[src/rtl/commit_trace_buf_pkg.sv]
// ---------------------------------------------------------------------------
// commit_trace_buf_pkg
// Shared instruction definitions for the commit trace buffer: base RV32
// opcodes, the two trap encodings that freeze capture, the halt_code values,
// the trace FSM state encoding and the stored entry layout.
// No ports (package).
// ---------------------------------------------------------------------------
package commit_trace_buf_pkg;

    // Base RV32I major opcodes (inst[6:0]).
    localparam logic [6:0] OPC_LOAD   = 7'b0000011;
    localparam logic [6:0] OPC_OP_IMM = 7'b0010011;
    localparam logic [6:0] OPC_AUIPC  = 7'b0010111;
    localparam logic [6:0] OPC_STORE  = 7'b0100011;
    localparam logic [6:0] OPC_OP     = 7'b0110011;
    localparam logic [6:0] OPC_LUI    = 7'b0110111;
    localparam logic [6:0] OPC_BRANCH = 7'b1100011;
    localparam logic [6:0] OPC_JALR   = 7'b1100111;
    localparam logic [6:0] OPC_JAL    = 7'b1101111;
    localparam logic [6:0] OPC_SYSTEM = 7'b1110011;

    // Full trap encodings that stop trace capture.
    localparam logic [31:0] INST_EBREAK = 32'h0010_0073;
    localparam logic [31:0] INST_ECALL  = 32'h0000_0073;

    typedef enum logic [1:0] {
        HALT_NONE   = 2'b00,
        HALT_EBREAK = 2'b01,
        HALT_ECALL  = 2'b10
    } halt_code_e;

    typedef enum logic [1:0] {
        ST_CAPTURE = 2'b00,
        ST_HALTED  = 2'b01,
        ST_DRAIN   = 2'b10,
        ST_DONE    = 2'b11
    } trace_state_e;

    typedef struct packed {
        logic [31:0] pc;
        logic [31:0] inst;
    } trace_entry_t;

    // Classify a retiring instruction: HALT_NONE unless it is an exact trap encoding.
    function automatic halt_code_e trap_code(input logic [31:0] inst);
        halt_code_e code;
        code = HALT_NONE;
        if (inst == INST_EBREAK) begin
            code = HALT_EBREAK;
        end else if (inst == INST_ECALL) begin
            code = HALT_ECALL;
        end
        return code;
    endfunction

endpackage

[src/rtl/commit_trace_buf_trace_ram.sv]
// ---------------------------------------------------------------------------
// trace_ram
// DEPTH x W storage for the commit trace. One synchronous write port and one
// asynchronous (combinational) read port. Contents are never reset.
// Ports:
//   clk      clock
//   we_i     write enable
//   waddr_i  write address
//   wdata_i  write data
//   raddr_i  read address
//   rdata_o  read data, mem[raddr_i] in the same cycle
// ---------------------------------------------------------------------------
module trace_ram #(
    parameter int DEPTH = 16,
    parameter int AW    = $clog2(DEPTH),
    parameter int W     = 64
) (
    input  logic          clk,
    input  logic          we_i,
    input  logic [AW-1:0] waddr_i,
    input  logic [W-1:0]  wdata_i,
    input  logic [AW-1:0] raddr_i,
    output logic [W-1:0]  rdata_o
);

    logic [W-1:0] mem_q [DEPTH];

    always_ff @(posedge clk) begin
        if (we_i) begin
            mem_q[waddr_i] <= wdata_i;
        end
    end

    assign rdata_o = mem_q[raddr_i];

endmodule

[src/rtl/commit_trace_buf.sv]
// ---------------------------------------------------------------------------
// commit_trace_buf
// Ring buffer of the last DEPTH retired instructions {pc, inst}. Capture runs
// until an ebreak/ecall retires; that instruction is recorded and capture
// freezes. A drain request then replays the stored entries oldest-first over
// a valid/ready port. Draining is non-destructive and can be repeated.
// Ports:
//   clk, rst                        clock, synchronous active-high reset
//   commit_valid/pc/inst            retirement stream
//   drain_req                       start readout (HALTED or DONE only)
//   rd_valid/rd_ready               readout handshake
//   rd_pc/rd_inst/rd_last           presented entry, last = newest entry
//   halted, halt_code               capture frozen and the trap that froze it
//   entry_count                     stored entries, 0..DEPTH
//   total_commits                   commits accepted since reset
//   state_dbg                       current FSM state (debug visibility)
//
// Readout handshake: an entry transfers on every rising edge where
// rd_valid && rd_ready. While rd_valid=1 and rd_ready=0 the presented entry
// and rd_last stay stable; rd_valid never drops without a transfer except on
// reset.
// ---------------------------------------------------------------------------
module commit_trace_buf
    import commit_trace_buf_pkg::*;
#(
    parameter int DEPTH = 16,
    parameter int AW    = $clog2(DEPTH)
) (
    input  logic          clk,
    input  logic          rst,
    input  logic          commit_valid,
    input  logic [31:0]   commit_pc,
    input  logic [31:0]   commit_inst,
    input  logic          drain_req,
    output logic          rd_valid,
    input  logic          rd_ready,
    output logic [31:0]   rd_pc,
    output logic [31:0]   rd_inst,
    output logic          rd_last,
    output logic          halted,
    output logic [1:0]    halt_code,
    output logic [AW:0]   entry_count,
    output logic [63:0]   total_commits,
    output logic [1:0]    state_dbg
);

    localparam logic [AW-1:0] PTR_ONE = AW'(1);
    localparam logic [AW:0]   CNT_ONE = (AW + 1)'(1);
    localparam logic [AW:0]   CNT_MAX = (AW + 1)'(DEPTH);

    trace_state_e  state_q;
    logic [AW-1:0] wr_ptr_q;
    logic [AW-1:0] rd_ptr_q;
    logic [AW:0]   remaining_q;
    logic [AW:0]   entry_count_q;
    logic [63:0]   total_q;
    logic          halted_q;
    halt_code_e    halt_code_q;
    logic          rd_valid_q;

    trace_entry_t  wr_entry_d;
    trace_entry_t  rd_entry;
    halt_code_e    commit_trap;
    logic          capture_we;

    assign capture_we  = (state_q == ST_CAPTURE) && commit_valid;
    assign commit_trap = trap_code(commit_inst);
    assign wr_entry_d  = '{pc: commit_pc, inst: commit_inst};

    trace_ram #(
        .DEPTH (DEPTH),
        .AW    (AW),
        .W     (64)
    ) u_trace_ram (
        .clk     (clk),
        .we_i    (capture_we),
        .waddr_i (wr_ptr_q),
        .wdata_i (wr_entry_d),
        .raddr_i (rd_ptr_q),
        .rdata_o (rd_entry)
    );

    always_ff @(posedge clk) begin
        if (rst) begin
            state_q       <= ST_CAPTURE;
            wr_ptr_q      <= '0;
            rd_ptr_q      <= '0;
            remaining_q   <= '0;
            entry_count_q <= '0;
            total_q       <= '0;
            halted_q      <= 1'b0;
            halt_code_q   <= HALT_NONE;
            rd_valid_q    <= 1'b0;
        end else begin
            case (state_q)
                ST_CAPTURE: begin
                    if (commit_valid) begin
                        // Pointer width is exactly log2(DEPTH), so the add wraps.
                        wr_ptr_q <= wr_ptr_q + PTR_ONE;
                        if (entry_count_q != CNT_MAX) begin
                            entry_count_q <= entry_count_q + CNT_ONE;
                        end
                        total_q <= total_q + 64'd1;
                        if (commit_trap != HALT_NONE) begin
                            halted_q    <= 1'b1;
                            halt_code_q <= commit_trap;
                            state_q     <= ST_HALTED;
                        end
                    end
                end

                ST_HALTED, ST_DONE: begin
                    if (drain_req) begin
                        // Oldest entry sits entry_count slots behind the write
                        // pointer; with a full buffer that is wr_ptr itself.
                        rd_ptr_q    <= wr_ptr_q - entry_count_q[AW-1:0];
                        remaining_q <= entry_count_q;
                        if (entry_count_q == '0) begin
                            state_q    <= ST_DONE;
                            rd_valid_q <= 1'b0;
                        end else begin
                            state_q    <= ST_DRAIN;
                            rd_valid_q <= 1'b1;
                        end
                    end
                end

                ST_DRAIN: begin
                    if (rd_ready) begin
                        rd_ptr_q    <= rd_ptr_q + PTR_ONE;
                        remaining_q <= remaining_q - CNT_ONE;
                        if (remaining_q == CNT_ONE) begin
                            state_q    <= ST_DONE;
                            rd_valid_q <= 1'b0;
                        end
                    end
                end

                default: begin
                    state_q <= ST_CAPTURE;
                end
            endcase
        end
    end

    // No writes happen outside CAPTURE, so the async read of rd_ptr_q is
    // stable for as long as rd_ptr_q is held during a stall.
    assign rd_valid      = rd_valid_q;
    assign rd_pc         = rd_entry.pc;
    assign rd_inst       = rd_entry.inst;
    assign rd_last       = rd_valid_q && (remaining_q == CNT_ONE);
    assign halted        = halted_q;
    assign halt_code     = halt_code_q;
    assign entry_count   = entry_count_q;
    assign total_commits = total_q;
    assign state_dbg     = state_q;

endmodule

[config.mk]
export PLATFORM = sky130hd
export DESIGN_NAME = commit_trace_buf
export DESIGN_NICKNAME = d
export VERILOG_FILES = /design/src/rtl/commit_trace_buf_pkg.sv /design/src/rtl/commit_trace_buf_trace_ram.sv /design/src/rtl/commit_trace_buf.sv
export SDC_FILE = /design/constraint.sdc
export NUM_CORES = 1
export LEC_CHECK = 0
export ABC_AREA = 1
export CORE_UTILIZATION = 60
export DETAILED_ROUTE_END_ITERATION = 10
export PLACE_DENSITY_LB_ADDON = 0.1
export SYNTH_ARGS = -nofsm -noshare
export SYNTH_HDL_FRONTEND = slang
export SYNTH_SLANG_ARGS = --single-unit
[constraint.sdc]
create_clock -name clk -period 14.2 [get_ports clk]
set_input_delay 2.84 -clock clk [delete_from_list [all_inputs] [get_ports clk]]
set_output_delay 2.84 -clock clk [all_outputs]
set_load 0.005 [all_outputs]
==> flow_summary.yaml <==
timing:
  rsz0062_at_grt: "false"
  relSlewSlack_pct: 24.4
  slew_violations: 0
  setup-violations-final: 0
  worst-slew-pin-transition_ps: 1130
  min_period_ps: 7640
  setup_tns_ps: 0
  worst_slack_ps: 6560
  finClkSkew_ps: 20.2
  period_share_pct: 53.8
  fin_hold_ws_ps: 462
  fmax_ghz: 0.131
  hold_viol_final: 0
worst_hold_path:
  min_from: "halted"
  hold_depth: 2
  worstHoldPathType: "flip-flop to flip-flop"
worst_setup_path:
  critPathLaunchType: "flip-flop"
  path_class: "flip-flop to primary output"
  arrival_ps: 4800
  cp-end-kind: "primary output"
  critPathMaxFanout: 98
  cp.required_ps: 11360
  rr_worst_depth: 6
  r2r_start: "state_dbg[0]"
grt:
  grt_max_degree: 231
  grt_antenna_before_repair: 4
  grt_pass1_vias: 27897
  grt_usage_pct: 28.5
  grt_pass1_wl_um: 166000
  grt_overflow: 0
cells_and_area:
  design_area_um2: 52200
  syn_to_final_growth_pct: 13.7
  regArea_um2: 32600
  fill_cells: 5253
  layoutNonFillerInstCount: 4750
  drive_gt1_share_pct: 6.50
  fin_util_pct: 68.8
  fin_nets: 3766
  multi_input_area_um2: 11100
route:
  antenna_left: 0
  firstDrtPassIters: 6
  vias_per_cell: 6.07
  wirelength_um: 111000
  drcViolationCount: 0
  vias: 28814
  initialDrtViolationCount: 2989
  post_drt_wl_per_cell_um: 23.4
logic_synthesis:
  synth_cells: 3521
  ys_ff_latch: 1116
  synth_cell_types: 42
  syn_area_um2: 45900
  synth_ff_type: "edfxtp_1"
  syn_avg_cell_area_um2: 13.0
  synth_top_area_share_pct: 67.0
  synthTopCellsByArea: "edfxtp_1 67%, mux2i_1 5.6%, o211ai_1 4.2%"
  yosys-top-cells-count: "1024 x edfxtp_1, 356 x inv_1, 345 x o21ai_0, 304 x a21oi_1, 257 x o211ai_1"
  synthArstFlopShare_pct: 0
  synth-edff-count: 1024
  syn_nets: 3604
  yosysTopAreaCell: "edfxtp_1"
  ys_seq_area_share_pct: 71.0
  yosysMostFrequentCell: "edfxtp_1"
  yosysWarningCount: 0
clock_tree:
  clk_latency_ps: 670
  root_buffer: "clkbuf_16"
  clock-sinks: 1116
  htreeDepth: 3
  clk_pin_slew_ps: 60
  cts_buffer_depth: 3
  cts_hold_buf: 0
  cts_tree: "built"
  postCtsSetupBuffers: 0
  numCtsBuffers: 109
  cts_resized: 0
placed_design:
  port_buffers: 208
  finalWeightedCongestion: 0.921
  place_ws_ps: 7300
  placed_area_um2: 48700
  hpwlAfterDp_um: 56300
  placedCellCount: 4550
power_and_ir_drop:
  power.leakage_nw: 16.8
  power_density_nw_per_um2: 127
  ir_drop_v: 0.0000946
  power_mw: 6.62
flow_run:
  maxCapViolCount: 0
floorplan:
  initial_core_util_pct: 60.5
  die_h_um: 279
  core_um2: 75800
  num_rows: 101
  die_area_um2: 77600
  ios: 209
  die_w_um: 279
status:
  status: "complete, no violations"
path summary, 6_finish.rpt:
path	to	slack, ps
hold / removal	halted	460
setup reg to reg	u_trace_ram.mem_q[14][52]	10640
setup / recovery	rd_inst[16]	6560
hold reg to reg	halted	460
routing by layer:
| metal | vias to the layer above | global-route usage (%) | share of wire [%] |
|---|---|---|---|
| li1 | 13231 | - | - |
| met1 | 14160 | 39.4 | 42 |
| met2 | 1200 | 47.0 | 48 |
| met3 | 217 | 3.84 | 7.2 |
| met4 | 6 | 9.61 | 2.7 |
| met5 | - | 0 | 0.036 |
kinds of logic (layout without fill, tap and decap cells):
group / after synthesis / after routing / synth area share (%)
flops: 1116 / 1116 / 71.0
buf+inv: 556 / 806 / 5.00
mux: 256 / 256 / 5.58
xor+xnor: 14 / 14 / 0.267
simple gates: 628 / 628 / 6.07
compound gates: 937 / 937 / 11.7
fa+ha+maj: 14 / 14 / 0.398
other cells: 0 / 1 / 0
registers in the layout (all words and copies together), names as in the netlist, named ones only:
name / flops
halt_code: 2
entry_count: 5
remaining_q: 5
wr_ptr_q: 4
u_trace_ram.mem_q: 1024
halted: 1
state_dbg: 2
total_commits: 64
rd_valid: 1
rd_ptr_q: 4
final cells by class:
type                            count  share of cell area (%)
Antenna cell                        1                 0.00479
Multi-Input combinational cell   1849                    21.3
Tap cell                          978                    2.34
Inverter                          360                    2.61
Sequential cell                  1116                    62.5
Clock inverter                     63                    1.00
Timing Repair Buffer              247                    4.60
Clock buffer                      136                    5.63
placed cells by master (no fill, tap or decap), types with 6 or more instances in the layout:
cell             instances
ha_1                    13
a21oi_1                304
nor2_1                 164
o21ai_1                 15
nor2_4                  22
o21ai_0                345
dfxtp_1                 88
xor2_1                   8
o211ai_1               257
clkinvlp_4               6
clkbuf_1                19
clkinv_2                22
bufinv_16                8
edfxtp_1              1024
nand4_1                 24
buf_4                   37
inv_1                  355
nor2_2                   6
nor3b_1                  6
a31oi_1                  6
nor3_1                  20
mux2i_1                256
nand2_1                245
clkbuf_16              113
nand3_1                121
clkdlybuf4s50_1        208
clkinv_1                27
xnor2_1                  6
worst max-delay path: stages, from the launching register on:
cell             delay [ps]
dfxtp_4                 910
buf_4                   930
buf_4                   980
mux2i_1                 290
o21ai_0                 120
o211ai_1                220
nand2_1                 130
clkdlybuf4s50_1         480
where the power goes:
part | leakage, nW | internal [mW] | total, mW | switching, mW
sequential | 10.0 | 3.63 | 3.64 | 0.0101
clock | 1.69 | 1.60 | 2.79 | 1.19
combinational | 5.10 | 0.0658 | 0.188 | 0.122
No activity file was read; power rests on OpenSTA's default activity.
